==> src/rtl/div_mon_pkg.sv <==
// Shared types and defaults for the divided-clock period monitor.
// Holds the monitor FSM state encoding and the default counter width.
package div_mon_pkg;

    localparam int DEF_CNT_W = 8;

    typedef enum logic [1:0] {
        IDLE,
        WAIT_RISE,
        HIGH,
        LOW
    } mon_state_e;

endpackage

==> src/rtl/edge_det.sv <==
// Rise/fall detector for a signal already synchronous to clk.
// One sample register; edges are combinational against the sample.
module edge_det (
    input  logic clk,
    input  logic rst,
    input  logic din,
    output logic rise,
    output logic fall
);

    logic d1_q;
    logic d1_d;

    // Next sample is simply the current input.
    always_comb begin
        d1_d = din;
    end

    // Sample register, cleared on reset.
    always_ff @(posedge clk) begin
        if (rst) d1_q <= 1'b0;
        else     d1_q <= d1_d;
    end

    assign rise = din & ~d1_q;
    assign fall = ~din & d1_q;

endmodule

==> src/rtl/div_period_monitor.sv <==
// Measures high/low/period of a divided clock in clk cycles, checks lock.
// Build option DIV_MON_TOL_EN: accept +/-1 cycle on each phase.
module div_period_monitor
    import div_mon_pkg::*;
#(
    parameter int          CNT_W      = DEF_CNT_W,
    parameter int unsigned EXP_HIGH   = 2,
    parameter int unsigned EXP_LOW    = 3,
    parameter int unsigned LOCK_COUNT = 4
) (
    input  logic             clk,
    input  logic             rst,
    input  logic             enable,
    input  logic             clk_div_in,
    input  logic             err_clr,
    output logic [CNT_W-1:0] high_cnt,
    output logic [CNT_W-1:0] low_cnt,
    output logic [CNT_W:0]   period_cnt,
    output logic             meas_valid,
    output logic             locked,
    output logic             err_mismatch,
    output logic             err_ovf
);

    localparam logic [CNT_W-1:0] EXP_H  = CNT_W'(EXP_HIGH);
    localparam logic [CNT_W-1:0] EXP_L  = CNT_W'(EXP_LOW);
    localparam logic [3:0]       LOCK_C = 4'(LOCK_COUNT);

    logic rise;
    logic fall;

    mon_state_e       state_q, state_d;
    logic [CNT_W-1:0] hcnt_q, hcnt_d;
    logic [CNT_W-1:0] lcnt_q, lcnt_d;
    logic [CNT_W-1:0] high_q, high_d;
    logic [CNT_W-1:0] low_q, low_d;
    logic [CNT_W:0]   period_q, period_d;
    logic             mv_q, mv_d;
    logic             lock_q, lock_d;
    logic             emm_q, emm_d;
    logic             eovf_q, eovf_d;
    logic [3:0]       mcnt_q, mcnt_d;
    logic [3:0]       mcnt_inc;
    logic             set_mm;
    logic             set_ovf;
    logic             match;

    edge_det u_edge (
        .clk  (clk),
        .rst  (rst),
        .din  (clk_div_in),
        .rise (rise),
        .fall (fall)
    );

`ifdef DIV_MON_TOL_EN
    function automatic logic near(
        input logic [CNT_W-1:0] a,
        input logic [CNT_W-1:0] e
    );
        logic [CNT_W-1:0] diff;
        diff = (a >= e) ? (a - e) : (e - a);
        return diff <= CNT_W'(1);
    endfunction

    assign match = near(hcnt_q, EXP_H) && near(lcnt_q, EXP_L);
`else
    assign match = (hcnt_q == EXP_H) && (lcnt_q == EXP_L);
`endif

    assign mcnt_inc = (mcnt_q == LOCK_C) ? mcnt_q : mcnt_q + 4'd1;

    // Phase tracking, publish, lock and sticky-error next-state logic.
    always_comb begin
        state_d  = state_q;
        hcnt_d   = hcnt_q;
        lcnt_d   = lcnt_q;
        high_d   = high_q;
        low_d    = low_q;
        period_d = period_q;
        mv_d     = 1'b0;
        lock_d   = lock_q;
        mcnt_d   = mcnt_q;
        set_mm   = 1'b0;
        set_ovf  = 1'b0;
        if (!enable) begin
            state_d = IDLE;
            lock_d  = 1'b0;
            mcnt_d  = 4'd0;
        end else begin
            unique case (state_q)
                IDLE: state_d = WAIT_RISE;
                WAIT_RISE: begin
                    if (rise) begin
                        state_d = HIGH;
                        hcnt_d  = CNT_W'(1);
                    end
                end
                HIGH: begin
                    if (fall) begin
                        state_d = LOW;
                        lcnt_d  = CNT_W'(1);
                    end else if (&hcnt_q) begin
                        set_ovf = 1'b1;
                        lock_d  = 1'b0;
                        mcnt_d  = 4'd0;
                        state_d = WAIT_RISE;
                    end else begin
                        hcnt_d = hcnt_q + CNT_W'(1);
                    end
                end
                LOW: begin
                    if (rise) begin
                        high_d   = hcnt_q;
                        low_d    = lcnt_q;
                        period_d = {1'b0, hcnt_q} + {1'b0, lcnt_q};
                        mv_d     = 1'b1;
                        state_d  = HIGH;
                        hcnt_d   = CNT_W'(1);
                        if (match) begin
                            mcnt_d = mcnt_inc;
                            lock_d = (mcnt_inc == LOCK_C);
                        end else begin
                            mcnt_d = 4'd0;
                            lock_d = 1'b0;
                            set_mm = 1'b1;
                        end
                    end else if (&lcnt_q) begin
                        set_ovf = 1'b1;
                        lock_d  = 1'b0;
                        mcnt_d  = 4'd0;
                        state_d = WAIT_RISE;
                    end else begin
                        lcnt_d = lcnt_q + CNT_W'(1);
                    end
                end
                default: state_d = IDLE;
            endcase
        end
        emm_d  = (emm_q & ~err_clr) | set_mm;
        eovf_d = (eovf_q & ~err_clr) | set_ovf;
    end

    // State and output registers, synchronous reset wins.
    always_ff @(posedge clk) begin
        if (rst) begin
            state_q  <= IDLE;
            hcnt_q   <= '0;
            lcnt_q   <= '0;
            high_q   <= '0;
            low_q    <= '0;
            period_q <= '0;
            mv_q     <= 1'b0;
            lock_q   <= 1'b0;
            emm_q    <= 1'b0;
            eovf_q   <= 1'b0;
            mcnt_q   <= 4'd0;
        end else begin
            state_q  <= state_d;
            hcnt_q   <= hcnt_d;
            lcnt_q   <= lcnt_d;
            high_q   <= high_d;
            low_q    <= low_d;
            period_q <= period_d;
            mv_q     <= mv_d;
            lock_q   <= lock_d;
            emm_q    <= emm_d;
            eovf_q   <= eovf_d;
            mcnt_q   <= mcnt_d;
        end
    end

    assign high_cnt     = high_q;
    assign low_cnt      = low_q;
    assign period_cnt   = period_q;
    assign meas_valid   = mv_q;
    assign locked       = lock_q;
    assign err_mismatch = emm_q;
    assign err_ovf      = eovf_q;

endmodule

==> config.mk <==
export PLATFORM = sky130hd
export DESIGN_NAME = div_period_monitor
export DESIGN_NICKNAME = d
export VERILOG_FILES = /design/src/rtl/div_mon_pkg.sv /design/src/rtl/edge_det.sv /design/src/rtl/div_period_monitor.sv
export SDC_FILE = /design/constraint.sdc
export NUM_CORES = 1
export LEC_CHECK = 0
export ABC_CLOCK_PERIOD_IN_PS = 2000
export BUFFER_PORTS_ARGS = -buffer_cell sky130_fd_sc_hd__buf_2
export CAP_MARGIN = 10
export CORE_ASPECT_RATIO = 2
export CORE_MARGIN = 5
export CORE_UTILIZATION = 52
export CTS_CLUSTER_DIAMETER = 30
export DETAILED_ROUTE_END_ITERATION = 10
export PLACE_DENSITY = 0.76
export SETUP_SLACK_MARGIN = 0.4
export SYNTH_ARGS = -nofsm -noshare
export SYNTH_HDL_FRONTEND = slang
export SYNTH_HIERARCHICAL = 1
export SYNTH_SLANG_ARGS = --single-unit
==> constraint.sdc <==
create_clock -name clk -period 2 [get_ports clk]
set_clock_uncertainty 0.15 [all_clocks]
set_input_delay 0.3 -clock clk [delete_from_list [all_inputs] [get_ports clk]]
set_output_delay 0.3 -clock clk [all_outputs]
set_load 0.02 [all_outputs]
==> flow_metrics.py <==
metrics = {
    "status": {
        "status": "complete, but fails checks",
        "violations": "negative setup slack",
    },
    "final_layout": {
        "n_antenna_cell": 0,
        "stdcell_area_um2": 3850,
        "fill_cells": 359,
        "area_growth_pct": 39.1,
        "nets": 421,
        "drive_above_1_share": 0.404,
        "final_core_util": 0.743,
    },
    "drt": {
        "firstDrtPassIters": 6,
        "drt_wl_total_mm": 8.82,
        "ant_nets": 0,
        "first_iter_violations": 240,
        "remaining_drc_errors": 0,
        "wl_per_cell_um": 19.1,
        "vias_per_cell": 6.33,
        "via_count": 2919,
    },
    "pwr": {
        "p_sw_frac": 0.264,
        "comb_power_share": 0.062,
        "p_int_w": 0.00132,
        "pwr-share-clk": 0.359,
        "p_seq_frac": 0.579,
        "p_leak_nw": 1.51,
        "total_power_w": 0.00180,
        "ir_drop_uv": 610,
        "power.density_nw_per_um2": 467,
        "p_sw_w": 0.000475,
    },
    "clocking": {
        "htree_levels": 2,
        "cts_hold_buf": 0,
        "cts_buffers": 5,
        "clock-sinks": 52,
        "cts.clk_slew.worst_paths_ns": 0.11,
        "cts_tree": "yes",
        "clk_latency_ns": 0.33,
        "clockBufferDepth": 2,
        "cts-root-buf": "clkbuf_8",
    },
    "die": {
        "dieHeight_um": 113,
        "boundaryPins": 34,
        "die-area_um2": 6970,
        "dieWidth_um": 61.6,
        "num_rows": 37,
        "coreArea_um2": 5180,
        "initial_core_util": 0.534,
    },
    "global_route": {
        "track_usage": 0.229,
        "met1_usage": 0.253,
        "use_met3": 0.0422,
        "grt.busiest_layer": "met2",
        "use_met2": 0.392,
        "grt_overflow": 0,
        "grt_pass1_vias": 2751,
        "antenna_found_initial": 0,
        "grt_pass1_wl_mm": 12.3,
        "grt_max_degree": 39,
    },
    "sta": {
        "setup_violations": 2,
        "timing.slew.headroom": 0.688,
        "rsz0062_at_grt": "yes",
        "hold_viol": 0,
        "period_share": 1.03,
        "max_slew.worst_pin.slew_ns": 0.466,
        "drv_slew": 0,
        "fmax_ghz": 0.484,
        "worst_slack_ns": -0.0679,
        "tns_ns": -0.0844,
        "period_minus_slack_ns": 2.07,
    },
    "synthesis": {
        "synth-simple-area-share": 0.275,
        "synth_cell_types": 61,
        "yosysMostFrequentCell": "nand2_1",
        "synth_fa_ha_area_frac": 0.0660,
        "synth_top_family_by_area": "simple AND/OR/NAND/NOR gates",
        "synth-xor-area-share": 0.00633,
        "yosys_warnings": 6,
        "synthCells": 330,
        "synth_top_cell_by_area": "dfxtp_1",
        "synth_top_cell_area_share": 0.376,
        "seq_area_frac_synth": 0.376,
        "synth_compound_area_frac": 0.224,
        "ys_ff_latch": 52,
        "syn_nets": 349,
        "synth-edff-count": 0,
        "syn_avg_cell_area_um2": 8.39,
        "syn_area_um2": 2770,
        "synthTopCellsByArea": "dfxtp_1, nand2_1, a21oi_1, ha_1, nand3_1",
        "synth_top_flop_cell": "dfxtp_1",
        "synthArstFlopShare": 0,
        "synth_mux_area_frac": 0.00723,
        "synthTopCellsByCount": "nand2_1, dfxtp_1, a21oi_1",
    },
    "place": {
        "post_dp_cell_area_um2": 3160,
        "place_ws_ns": 0.0672,
        "place.gp.congestion": 0.855,
        "hpwl_mm": 5.02,
        "port-buffer-count": 33,
    },
    "hold_path": {
        "hold_path.class": "input pin to flop",
        "holdPathStages": 2,
    },
    "setup_path": {
        "crit_path_end_kind": "flop",
        "ff2ff_path_depth": 7,
        "critPathMaxFanout": 8,
        "critPathKind": "flop to flop",
        "required_ns": 2.02,
        "cp.arrival_ns": 2.09,
        "worstSetupStartpointType": "flop",
    },
    "job": {
        "drv_cap": 0,
    },
}
[power groups by stage]
stage	sequential [W]	combinational (W)	clock, W
global placement	0.00107	0.0000768	0
global route	0.00104	0.000118	0.000675
CTS	0.00104	0.0000951	0.000645
floorplan	0.00107	0.0000542	0
finish	0.00104	0.000112	0.000646
detailed placement	0.00107	0.0000775	0
[timing repair]
item / in CTS / in global routing
endpoints found under the hold margin: 0 / 0
resized for setup: 48 / 46
setup endpoints to repair: 29 / 46
cloned: 1 / 1
pin swaps: 23 / 30
buffers inserted: 13 / 9
[critical path, stage by stage, from the launching register on]
cell,delay [ns]
dfxtp_4,0.38
buf_6,0.14
nor3b_4,0.29
buf_4,0.18
o211a_4,0.19
buf_6,0.11
nor3_4,0.03
a311oi_1,0.44
[placed cells by master (no fill, tap or decap), types with 3 or more instances in the layout]
cell type	n
nand3_4	3
nand3_1	14
a21o_1	4
or3_1	4
nor2b_1	3
o211ai_1	3
clkbuf_8	5
inv_1	6
nor2_1	14
nor3_1	4
buf_6	13
or4_4	4
nand2_1	56
dfxtp_4	7
a21oi_2	7
o21ai_1	3
nand4_1	6
a21oi_1	29
buf_2	33
ha_4	5
ha_1	6
o21ai_0	5
buf_4	34
a22o_1	6
and3_1	5
dfxtp_1	39
a2111o_1	3
o21a_1	3
dfxtp_2	6
nor2b_4	3
[state kept, by name, indices dropped and copies added, names as in the netlist]
name	flops
lcnt_q	8
err_mismatch	1
locked	1
state_q	2
meas_valid	1
low_cnt	8
mcnt_q	4
u_edge/d1_q	1
period_cnt	9
high_cnt	8
hcnt_q	8
err_ovf	1
[kinds of logic (layout without fill, tap and decap cells)]
| kind of cell | after synthesis | in the layout |
|---|---|---|
| AO/OA/AOI/OAI | 92 | 93 |
| AND/OR/NAND/NOR | 143 | 143 |
| multiplexers | 2 | 2 |
| XOR/XNOR | 2 | 2 |
| buffers and inverters | 25 | 97 |
| flip-flops | 52 | 52 |
| adder cells (fa/ha/maj) | 14 | 14 |
[metal layers]
| layer | vias up | part of all wire |
|---|---|---|
| li1 | 1361 | - |
| met1 | 1367 | 0.37 |
| met2 | 152 | 0.52 |
| met3 | 39 | 0.061 |
| met4 | 0 | 0.045 |
| met5 | - | 0 |
[layout make-up]
cell class / count / area, um^2 / area share
clock buffers: 5 / 68.8 / 0.0179
clock inverters: 3 / 23.8 / 0.00617
inverters: 8 / 32.5 / 0.00845
multi-input cells: 254 / 2000 / 0.520
flip-flops and latches: 52 / 1070 / 0.279
well taps: 58 / 72.6 / 0.0188
repair buffers: 81 / 574 / 0.149
[final timing paths]
kind | start | end | slack, ns
setup reg to reg | state_q[0] | hcnt_q[1] | -0.07
hold reg to reg | period_cnt[4] | period_cnt[4] | 0.30
setup / recovery | state_q[0] | hcnt_q[1] | -0.07
hold / removal | clk_div_in | u_edge/d1_q | 0.11
[through the flow]
step	hold WS, ns	std cells
final	0.109	461
after detailed placement	0.291	429
after global routing	0.123	461
after global placement	0.286	429
after floorplan	0.214	330
after CTS	0.0996	451
(Power assumes the default switching activity.)
